File: config.mk
export PLATFORM = sky130hd
export DESIGN_NAME = bsg_two_fifo_w58
export DESIGN_NICKNAME = d
export VERILOG_FILES = /design/src/rtl/bsg_two_fifo_pkg.sv /design/src/rtl/bsg_mem_1r1w_synth.sv /design/src/rtl/bsg_two_fifo_w58.sv
export SDC_FILE = /design/constraint.sdc
export NUM_CORES = 1
export LEC_CHECK = 0
export BUFFER_PORTS_ARGS = -buffer_cell sky130_fd_sc_hd__buf_4
export CAP_MARGIN = 15
export CORE_AREA = 3 3 95 97
export DETAILED_ROUTE_END_ITERATION = 8
export DIE_AREA = 0 0 98 100
export GPL_ROUTABILITY_DRIVEN = 0
export GPL_TIMING_DRIVEN = 0
export PLACE_DENSITY = 0.82
export SLEW_MARGIN = 10
export SYNTH_ARGS = -nofsm -noshare
export SYNTH_HDL_FRONTEND = slang
export SYNTH_HIERARCHICAL = 1
export SYNTH_SLANG_ARGS = --single-unit
File: constraint.sdc
create_clock -name clk_i -period 11.5 [get_ports clk_i]
set_input_delay 1.15 -clock clk_i [delete_from_list [all_inputs] [get_ports clk_i]]
set_output_delay 1.15 -clock clk_i [all_outputs]
set_load 0.05 [all_outputs]
File: src/rtl/bsg_two_fifo_pkg.sv
// Shared sizing and types for the two-element FIFO and its backing memory.
package bsg_two_fifo_pkg;

  localparam int unsigned width_p        = 58;
  localparam int unsigned els_p          = 2;
  localparam int unsigned ptr_width_lp   = 1;
  localparam int unsigned count_width_lp = 2;

  typedef logic [ptr_width_lp-1:0]   ptr_t;
  typedef logic [count_width_lp-1:0] count_t;

  // Occupancy from the full/empty flags; the two are never both set.
  function automatic count_t count_f(input logic full, input logic empty);
    if (full)       return count_t'(2);
    else if (empty) return count_t'(0);
    else            return count_t'(1);
  endfunction

endpackage

File: src/rtl/bsg_mem_1r1w_synth.sv
// Register-based 1r1w memory: synchronous write, asynchronous read, no reset.
module bsg_mem_1r1w_synth
  #(parameter int unsigned width_p               = 58
  , parameter int unsigned els_p                 = 2
  , parameter int unsigned read_write_same_addr_p = 0
  , localparam int unsigned addr_width_lp = (els_p > 1) ? $clog2(els_p) : 1
  )
  ( input  logic                     w_clk_i
  , input  logic                     w_v_i
  , input  logic [addr_width_lp-1:0] w_addr_i
  , input  logic [width_p-1:0]       w_data_i
  , input  logic [addr_width_lp-1:0] r_addr_i
  , output logic [width_p-1:0]       r_data_o
  );

  logic [width_p-1:0] mem_r [els_p];

  // Storage write; contents are deliberately left unreset.
  always_ff @(posedge w_clk_i) begin
    if (w_v_i) begin
      mem_r[w_addr_i] <= w_data_i;
    end
  end

  // Read port; the bypass only exists when callers may hit the same address.
  if (read_write_same_addr_p != 0) begin : g_bypass
    always_comb begin
      r_data_o = mem_r[r_addr_i];
      if (w_v_i && (w_addr_i == r_addr_i)) begin
        r_data_o = w_data_i;
      end
    end
  end else begin : g_plain
    always_comb begin
      r_data_o = mem_r[r_addr_i];
    end
  end

endmodule

File: src/rtl/bsg_two_fifo_w58.sv
// Two-entry ready/valid FIFO with registered ready/valid and a sticky
// protocol-error flag; storage is a 2-entry 1r1w register memory.
module bsg_two_fifo_w58
  import bsg_two_fifo_pkg::*;
  ( input  logic               clk_i
  , input  logic               reset_i
  , input  logic               v_i
  , input  logic [width_p-1:0] data_i
  , output logic               ready_o
  , output logic               v_o
  , output logic [width_p-1:0] data_o
  , input  logic               yumi_i
  , output logic [1:0]         count_o
  , output logic               error_o
  );

  ptr_t head_r, head_n;
  ptr_t tail_r, tail_n;
  logic empty_r, empty_n;
  logic full_r,  full_n;
  logic error_r, error_n;
  logic enq_c, deq_c;

  // Control state; async reset drops outputs to idle without a clock edge.
  always_ff @(posedge clk_i or posedge reset_i) begin
    if (reset_i) begin
      head_r  <= ptr_t'(0);
      tail_r  <= ptr_t'(0);
      empty_r <= 1'b1;
      full_r  <= 1'b0;
      error_r <= 1'b0;
    end else begin
      head_r  <= head_n;
      tail_r  <= tail_n;
      empty_r <= empty_n;
      full_r  <= full_n;
      error_r <= error_n;
    end
  end

  // Handshake qualification, pointer advance and full/empty update.
  always_comb begin
    head_n  = head_r;
    tail_n  = tail_r;
    empty_n = empty_r;
    full_n  = full_r;
    error_n = error_r;

    enq_c = v_i    & ~full_r;
    deq_c = yumi_i & ~empty_r;

    if (enq_c) tail_n = ~tail_r;
    if (deq_c) head_n = ~head_r;

    // A lone enq fills when one entry was held; a lone deq empties likewise.
    if (enq_c && !deq_c) begin
      empty_n = 1'b0;
      full_n  = ~empty_r;
    end else if (deq_c && !enq_c) begin
      full_n  = 1'b0;
      empty_n = ~full_r;
    end

    if (yumi_i && empty_r) error_n = 1'b1;
  end

  assign ready_o = ~full_r;
  assign v_o     = ~empty_r;
  assign error_o = error_r;
  assign count_o = count_f(full_r, empty_r);

  // head==tail only when empty or full, so the read never collides with a write.
  bsg_mem_1r1w_synth
    #(.width_p               (width_p)
     ,.els_p                 (els_p)
     ,.read_write_same_addr_p(0)
     )
  mem
    (.w_clk_i (clk_i)
    ,.w_v_i   (enq_c)
    ,.w_addr_i(tail_r)
    ,.w_data_i(data_i)
    ,.r_addr_i(head_r)
    ,.r_data_o(data_o)
    );

endmodule

==> flow_summary.yaml, run 1 <==
outcome:
  outcome: "finished, final reports clean"
global_routing:
  grt_usage_pct: 17.9
  grt_max_degree: 59
  antenna_found_initial: 0
  grt_pass1_wl_um: 13000
  overflow: 0
  grt_pass1_vias: 2665
clocking:
  post_cts_resized: 0
  numCtsBuffers: 17
  postCtsSetupRepairBufs: 0
  cts_sinks: 121
  cts_root_buf: "clkbuf_8"
  cts_max_level: 4
  insertion_delay_ns: 0.50
  cts_buffer_depth: 2
  hold_buffers: 0
  cts_tree: "done"
  clk_pin_slew_ns: 0.06
routing:
  routed_via_density: 5.13
  antenna_violating_nets_post_route: 0
  dr.first_iter.drc_count: 77
  vias: 2385
  dr.pass1.iters: 4
  routed_wl_um: 8380
  drc: 0
  post_drt_wl_per_cell_um: 18.0
timing:
  tightestPinTransition_ns: 0.804
  rsz0062_at_grt: "false"
  period_needed_ns: 2.98
  finalWorstSetupSlack_ns: 8.52
  fmax_ghz: 0.336
  fin_crit_sh_pct: 25.9
  slew_headroom_pct: 46.4
  hold_viol_final: 0
  setup_tns_ns: 0
  skew_ns: 0.00780
  final_max_slew_viol_count: 0
  finalSetupViolCount: 0
  hold_slack_ns: 0.487
floorplanning:
  coreArea_mm2: 0.00822
  rows: 33
  ios: 125
  die_h_um: 100
  initial_core_util_pct: 54.9
  dieWidth_um: 98
  die_area_mm2: 0.00980
critical_path:
  end_kind: "output pin"
  cp-start-kind: "flip-flop"
  worstPathArrival_ns: 1.83
  required_ns: 10.35
  path_class: "reg2out"
  worstPathMaxFanout: 10
job:
  cap_violations: 0
layout:
  finalNetCount: 410
  instances_no_fill: 465
  multi_input_area_um2: 840
  fill_cells: 482
  fin_util_pct: 75.8
  diodes: 0
  ff_latch_area_mm2: 0.00361
  drive_above_1_share_pct: 63.1
  area_growth_pct: 38.1
power:
  power.density_mw_per_mm2: 314
  irDropWorstVdd_mv: 0.235
  leakage_nw: 2.45
synth:
  syn_area_mm2: 0.00451
  ys_seq_elements: 121
  seq_area_frac_synth_pct: 80.1
  ys_warn_count: 6
  syn_nets: 265
  syn_inst: 202
  syn-mean-instance-area_um2: 22.3
  yosysUniqueCellTypes: 21
placement:
  dp_hpwl_um: 5620
  portBuffers: 124
  place_inst: 433
  pre_cts_ws_ns: 8.92
hold_path:
  min_path_type: "reg2reg"
synth_stat cells (all sizes together):
cell    number  area, um^2
buf          7        56.3
dfrtp        4         100
edfxtp     116        3480
nor2b        2        15.0
mux2        58         728
nand2        1        3.75
xor2         1        8.76
nor2         2        7.51
inv          3        11.3
o31ai        1        7.51
a22o         1        8.76
and2         1        6.26
ha           1        12.5
xnor2        1        8.76
nand2b       1        13.8
a21o         1        8.76
dfstp        1        26.3
power by group:
group	internal (mW)	switching, mW	leakage [nW]
Clock	0.331	0.188	0.279
Sequential	0.596	0.0304	1.14
Combinational	0.284	0.523	1.03
Total	1.21	0.741	2.45
cells by family (layout without fill, tap and decap cells):
family	count (synthesis)	after routing	share of synthesized area [%]
AND/OR/NAND/NOR	7	7	1.03
AO/OA/AOI/OAI	3	3	0.555
buffers and inverters	10	168	1.50
XOR/XNOR	2	2	0.389
adder cells (fa/ha/maj)	1	1	0.278
flip-flops	121	121	80.1
multiplexers	58	58	16.2
cell type report:
cell class,count,area share [%]
sequential,121,58.0
timing repair buffer,126,15.8
multi-input combinational,71,13.5
clock buffer,18,6.71
clock inverter,14,2.79
tap,105,2.11
buffer,7,0.904
inverter,3,0.181
placed cells by master (no fill, tap or decap), drive strengths merged, types with 2 or more instances in the layout:
cell type and instances:
nor2b 2, inv 5, bufinv 3, nor2 2, mux2 58, edfxtp 116, clkinv 6, buf 133
clkinvlp 3, clkbuf 18, dfrtp 4
metal layers:
layer	global-route usage, %	up-vias	part of all wire [%]	wire length (um)
met4	7.03	0	1.4	117
met3	7.92	11	7.7	647
met2	31.2	101	53	4480
li1	-	1088	-	-
met5	0	-	0	0
met1	19.1	1185	37	3140
worst max-delay path: stages (launching register included):
cell and delay [ns]:
dfrtp_1 0.44, buf_6 0.19, buf_6 0.19, mux2_4 0.32, buf_4 0.19
sequential cells by signal, summed over array words and instances (netlist names):
signal     cells
mem/mem_r    116
error_o        1
tail_r         1
full_r         1
head_r         1
empty_r        1
worst paths after layout:
kind,start,to,slack (ns),cells after the start
worst max-delay path,head_r,data_o[38],8.52,4
worst min-delay path,error_o,error_o,0.49,1
worst max register to register,full_r,mem/mem_r[1][38],9.68,2
worst min register to register,error_o,error_o,0.49,1
max in group asynchronous,reset_i,empty_r,10.69,2
min in group asynchronous,reset_i,error_o,0.56,2
stage by stage:
step	total power [mW]	instance area, um^2
after floorplan	1.22	4510
after global placement	1.43	5570
after detailed placement	1.45	5630
after CTS	1.97	6230
after global routing	2.02	6230
final	1.95	6230
Note: power is estimated with default switching activity, not from simulation.
==> run 2, diff against run 1 <==
--- a/config.mk
+++ b/config.mk
@@ -5,14 +5,15 @@
 export SDC_FILE = /design/constraint.sdc
 export NUM_CORES = 1
 export LEC_CHECK = 0
+export ABC_AREA = 1
 export BUFFER_PORTS_ARGS = -buffer_cell sky130_fd_sc_hd__buf_4
 export CAP_MARGIN = 15
-export CORE_AREA = 3 3 95 97
+export CORE_AREA = 3 3 98 100
 export DETAILED_ROUTE_END_ITERATION = 8
-export DIE_AREA = 0 0 98 100
+export DIE_AREA = 0 0 101 103
 export GPL_ROUTABILITY_DRIVEN = 0
 export GPL_TIMING_DRIVEN = 0
-export PLACE_DENSITY = 0.82
+export PLACE_DENSITY = 0.77
 export SLEW_MARGIN = 10
 export SYNTH_ARGS = -nofsm -noshare
 export SYNTH_HDL_FRONTEND = slang
==> constraint.sdc (replaced) <==
create_clock -name clk_i -period 2.89 [get_ports clk_i]
set_input_delay 0.289 -clock clk_i [delete_from_list [all_inputs] [get_ports clk_i]]
set_output_delay 0.289 -clock clk_i [all_outputs]
set_load 0.05 [all_outputs]
==> run 2 against run 1 <==
Worst hold slack got worse by 0.46 ns; non-clock buffer count rose by 67; wire length rose by 18%; final area rose by 9.0%; first-iteration DRC count rose by 45%; clock-buffer cell count did not move; area after synthesis fell by 0.19%; sequential share of layout area fell by 4.8 points; worst setup slack got worse by 7.7 ns; final cell count rose by 43%; critical path type unchanged; largest cell class unchanged; highest routed layer unchanged.
==> flow_summary.yaml, run 2 <==
clocking:
  hold_buffers: 59
  cts_max_level: 4
  numCtsBuffers: 17
  cts_tree: "done"
  postCtsSetupRepairBufs: 0
  cts_buffer_depth: 2
  post_cts_resized: 0
  insertion_delay_ns: 0.50
  clk_pin_slew_ns: 0.06
  cts_root_buf: "clkbuf_8"
  cts_sinks: 121
hold_path:
  min_path_type: "in2reg"
  hold_path.startpoint: "yumi_i"
  holdPathEnd: "error_o"
  hold_depth: 2
floorplanning:
  die_area_mm2: 0.0104
  ios: 125
  dieWidth_um: 101
  rows: 34
  die_h_um: 103
  initial_core_util_pct: 51.3
  coreArea_mm2: 0.00876
synth:
  yosysUniqueCellTypes: 14
  synth.area.top_cells: "edfxtp_1 77%, nand2_1 15%, dfrtp_1 2.2%, buf_6 1.0%, buf_2 0.78%"
  synth-async-reset-ratio_pct: 4.13
  synth-adder-area-share_pct: 0.278
  yosys.area.top_type_share_pct: 77.4
  syn_area_mm2: 0.00450
  yosysTopAreaCell: "edfxtp_1"
  ys_warn_count: 6
  synthTopCellsByCount: "185 x nand2_1, 116 x edfxtp_1, 7 x buf_2, 7 x inv_1"
  synth_ff_type: "edfxtp_1"
  synth.most_common_cell: "nand2_1"
  syn-mean-instance-area_um2: 13.3
  syn_inst: 339
  synth-edff-count: 116
  ys_seq_elements: 121
  synthXorXnorAreaFrac_pct: 0
  yosys.area_share.simple_pct: 16.2
  seq_area_frac_synth_pct: 80.3
  synth-compound-area-share_pct: 0.195
  synthMuxAreaShare_pct: 0
  synth_top_family_by_area: "simple AND/OR/NAND/NOR gates"
  syn_nets: 402
global_routing:
  overflow: 0
  grt_pass1_wl_um: 15400
  antenna_found_initial: 0
  grt_pass1_vias: 3224
  grt_usage_pct: 19.8
  grt_max_degree: 35
critical_path:
  crit_slowest_cell: "dfrtp_1"
  worstPathMaxFanout: 10
  reg2regPathDepth: 6
  rr_startpoint: "full_r"
  r2r_end: "mem/mem_r[1][49]"
  cpPeakStageDelay_ns: 0.41
  required_ns: 2.60
  worstPathArrival_ns: 1.82
  path_class: "reg2out"
  end_kind: "output pin"
  ff2ff_setup_slack_ns: 1.01
  critPathTopFamily: "buffers and inverters"
  cp-start-kind: "flip-flop"
  path_buf_inv: 5
  path_cells: "buf_4 -> inv_2 -> buf_6 -> buf_6 -> nand2_1 -> nand2_1 -> buf_4"
outcome:
  outcome: "finished, final reports clean"
timing:
  fin_crit_sh_pct: 72.8
  period_needed_ns: 2.10
  finalWorstSetupSlack_ns: 0.785
  slew_headroom_pct: 59.6
  skew_ns: 0.0148
  hold_viol_final: 0
  final_max_slew_viol_count: 0
  rsz0062_at_grt: "false"
  tightestPinTransition_ns: 0.605
  finalSetupViolCount: 0
  fmax_ghz: 0.475
power:
  swShare_pct: 43.0
  power.switching_mw: 3.52
  irDropWorstVdd_mv: 0.800
  power.density_mw_per_mm2: 1210
  p_int_mw: 4.67
  comb_power_share_pct: 45.3
  pwr-share-seq_pct: 30.7
  clkPwrFrac_pct: 24.0
  leakage_nw: 2.96
  power_mw: 8.18
layout:
  instances_no_fill: 665
  fill_cells: 502
  area_growth_pct: 50.9
  finalNetCount: 607
  drive_above_1_share_pct: 32.3
  final_common_cell: "nand2_1"
  final_area_mm2: 0.00679
  largest_register_ff_count: 116
  largest_register: "mem/mem_r"
  multi_input_area_um2: 756
  fin_util_pct: 77.5
  layout_common_cells: "185 x nand2_1, 127 x buf_4, 116 x edfxtp_1, 59 x dlygate4sd3_1, 16 x clkbuf_16"
  ff_latch_area_mm2: 0.00361
  diodes: 0
job:
  cap_violations: 0
placement:
  portBuffers: 124
  dp_hpwl_um: 5970
  place_inst: 574
  pre_cts_ws_ns: 1.07
  placed_area_mm2: 0.00563
routing:
  dr.first_iter.drc_count: 112
  vias: 3122
  antenna_violating_nets_post_route: 0
  post_drt_wl_per_cell_um: 14.8
  drc: 0
  routed_via_density: 4.69
  dr.pass1.iters: 4
  routed_wl_um: 9860
-- run 2: cell count changes after synthesis, moves of 2 or more --
cell / change
inv_2: +3
nand3_1: +3
inv_1: +4
mux2_4: -20
buf_2: +4
buf_4: +2
mux2_2: -38
nand2_1: +184
-- run 2: metrics by stage --
stage	TNS [ns]	hold WS [ns]
floorplan	0	0.0668
global placement	-27.63	0.208
detailed placement	0	0.213
CTS	0	0.00231
global route	0	0.0104
finish	0	0.0300
-- run 2: how the worst max path moves through the flow --
stage               slack [ns]                to   start  depth (start not counted)
floorplan                 0.11   mem/mem_r[0][0]  full_r                          5
detailed placement        1.07  mem/mem_r[1][35]  full_r                          6
global route              0.68        data_o[44]  head_r                          6
CTS                       0.74        data_o[50]  head_r                          7
finish                    0.79        data_o[50]  head_r                          7
global placement         -0.48  mem/mem_r[0][36]  full_r                          5
-- run 2: logic make-up after synthesis --
family	after synthesis
AND/OR/NAND/NOR	192
AO/OA/AOI/OAI	1
adder cells (fa/ha/maj)	1
flip-flops	121
buffers and inverters	24
-- run 2: power groups by stage --
stage / sequential, mW / combinational, mW / clock (mW)
floorplan: 2.53 / 2.50 / 0
global placement: 2.55 / 3.53 / 0
detailed placement: 2.54 / 3.64 / 0
CTS: 2.52 / 3.72 / 2.00
global route: 2.54 / 3.93 / 2.10
finish: 2.51 / 3.71 / 1.96
-- run 2: area by class of cell --
type | instances | share of cell area (%)
multi-input cells | 194 | 11.1
inverters | 10 | 0.553
repair buffers | 186 | 23.3
plain buffers | 14 | 1.51
clock buffers | 18 | 6.16
well taps | 108 | 1.99
clock inverters | 14 | 2.19
flip-flops and latches | 121 | 53.2
-- run 2: metal layers --
layer	track usage, %	up-vias	routed length, um
met5	0	-	0
met4	6.95	0	53
met3	6.22	8	709
met2	35.6	113	5160
met1	22.4	1454	3940
li1	-	1547	-
==> run 3, diff against run 2 <==
--- a/config.mk
+++ b/config.mk
@@ -5,7 +5,7 @@
 export SDC_FILE = /design/constraint.sdc
 export NUM_CORES = 1
 export LEC_CHECK = 0
-export ABC_AREA = 1
+export ABC_AREA = 0
 export BUFFER_PORTS_ARGS = -buffer_cell sky130_fd_sc_hd__buf_4
 export CAP_MARGIN = 15
 export CORE_AREA = 3 3 98 100
==> constraint.sdc (replaced) <==
create_clock -name clk_i -period 2 [get_ports clk_i]
set_input_delay 0.2 -clock clk_i [delete_from_list [all_inputs] [get_ports clk_i]]
set_output_delay 0.2 -clock clk_i [all_outputs]
set_load 0.05 [all_outputs]
==> run 3 against run 2 <==
Final cell count down 20%; utilization up 0.64 points; total power up 39%; sequential power up 43%; first-iteration DRC count down 0.89%; critical path depth down 3; final area up 0.83%; worst setup slack worse by 0.76 ns; global-route usage down 2.1 points; clock-buffer cell count up 1; register-to-register slack worse by 0.82 ns; largest cell class unchanged.
==> flow_summary.yaml, run 3 (synthesis results as in run 1) <==
critical_path:
  worstPathArrival_ns: 1.77
  end_kind: "output pin"
  required_ns: 1.80
  cp-start-kind: "flip-flop"
  r2r_end: "mem/mem_r[1][25]"
  worstPathMaxFanout: 10
  ff2ff_setup_slack_ns: 0.19
  path_class: "reg2out"
  reg2regPathDepth: 2
  rr_startpoint: "full_r"
routing:
  routed_wl_um: 8850
  post_drt_wl_per_cell_um: 16.7
  vias: 2611
  dr.pass1.iters: 4
  drc: 0
  antenna_violating_nets_post_route: 0
  routed_via_density: 4.94
  dr.first_iter.drc_count: 111
global_routing:
  antenna_found_initial: 0
  grt_max_degree: 59
  grt_pass1_wl_um: 13600
  overflow: 0
  grt_usage_pct: 17.7
  grt_pass1_vias: 2832
layout:
  instances_no_fill: 529
  diodes: 0
  fill_cells: 471
  multi_input_area_um2: 840
  fin_util_pct: 78.1
  area_growth_pct: 51.9
  finalNetCount: 471
  final_common_cell: "buf_4"
  largest_register_ff_count: 116
  largest_register: "mem/mem_r"
  ff_latch_area_mm2: 0.00361
  layout_common_cells: "126 x buf_4, 116 x edfxtp_1, 60 x dlygate4sd3_1, 38 x mux2_2, 20 x mux2_4"
  drive_above_1_share_pct: 54.2
floorplanning:
  rows: 34
  ios: 125
  coreArea_mm2: 0.00876
  initial_core_util_pct: 51.4
  die_area_mm2: 0.0104
  dieWidth_um: 101
  die_h_um: 103
timing:
  fmax_ghz: 0.506
  tightestPinTransition_ns: 0.811
  skew_ns: 0.00947
  slew_headroom_pct: 45.9
  final_max_slew_viol_count: 0
  setup_tns_ns: 0
  finalSetupViolCount: 0
  hold_viol_final: 0
  finalWorstSetupSlack_ns: 0.0253
  period_needed_ns: 1.97
  rsz0062_at_grt: "true"
  fin_crit_sh_pct: 98.7
clocking:
  cts_max_level: 4
  insertion_delay_ns: 0.50
  cts_buffer_depth: 2
  cts_root_buf: "clkbuf_8"
  clk_pin_slew_ns: 0.06
  numCtsBuffers: 17
  cts_sinks: 121
  cts_tree: "done"
power:
  irDropWorstVdd_mv: 1.05
  leakage_nw: 2.70
  power.density_mw_per_mm2: 1660
hold_path:
  min_path_type: "in2reg"
  hold_path.startpoint: "v_i"
  hold_depth: 3
  holdPathEnd: "tail_r"
placement:
  place_inst: 436
  dp_hpwl_um: 5190
  pre_cts_ws_ns: 0.198
  portBuffers: 124
job:
  cap_violations: 0
outcome:
  outcome: "finished, final reports clean"
[run 3: cell types whose count changed in the layout (fill, tap and decap cells not counted), moves of 2 or more]
cell | previous run | this run
buf_2 | 7 | 2
buf_6 | 4 | 0
buf_8 | 0 | 3
bufinv_16 | 2 | 4
clkinv_4 | 3 | 1
inv_1 | 6 | 3
inv_2 | 4 | 0
inv_6 | 2 | 0
mux2_2 | 0 | 38
mux2_4 | 0 | 20
nand2_1 | 185 | 1
nand3_1 | 3 | 0
[run 3: cell type report]
cell class / count / share of cell area [%]
inverter: 3 / 0.165
tap: 108 / 1.97
clock inverter: 13 / 2.60
buffer: 7 / 1.02
sequential: 121 / 52.8
clock buffer: 19 / 6.16
multi-input combinational: 71 / 12.3
timing repair buffer: 187 / 23.1
[run 3: what timing repair did]
| item | 4_1_cts | 5_1_grt |
|---|---|---|
| endpoints found under the hold margin | 123 | 0 |
| endpoints found under the setup margin | 50 | 50 |
| gates resized for setup | 4 | 1 |
| hold buffers | 60 | 0 |
| gates cloned | 0 | 0 |
| buffers inserted | 1 | 0 |
[run 3: power breakdown]
group	internal, mW	switching, mW	total (mW)
logic	1.73	3.03	4.76
registers	3.43	0.169	3.60
clock network	2.01	1.02	3.03
[run 3: per-stage QoR]
step | hold slack, ns | power (mW) | cell area [um^2]
final | 0.145 | 11.4 | 6850
after global routing | 0.142 | 11.8 | 6850
after CTS | 0.121 | 11.5 | 6840
after detailed placement | 0.118 | 8.27 | 5620
after global placement | 0.117 | 8.18 | 5580
after floorplan | -0.0222 | 6.98 | 4520
[run 3: layer usage]
metal	routed length, um	share of wire, %	track usage (%)	vias up
met4	113	1.3	7.67	0
li1	-	-	-	1206
met2	4590	52	30.3	127
met1	3390	38	20.4	1265
met5	0	0	0	-
met3	759	8.6	6.09	13
[run 3: how the worst max path moves through the flow]
stage	to	cells past startpoint	startpoint
2_1_floorplan	mem/mem_r[0][0]	2	full_r
3_3_place_gp	mem/mem_r[0][10]	2	full_r
3_5_place_dp	mem/mem_r[1][17]	2	full_r
5_1_grt	data_o[14]	3	head_r
4_1_cts	data_o[51]	4	head_r
6_report	data_o[51]	4	head_r
[run 3: critical path: stages, from the launching register on]
cell,delay [ns]
dfrtp_2,0.42
buf_8,0.18
buf_8,0.17
mux2_4,0.31
buf_4,0.19
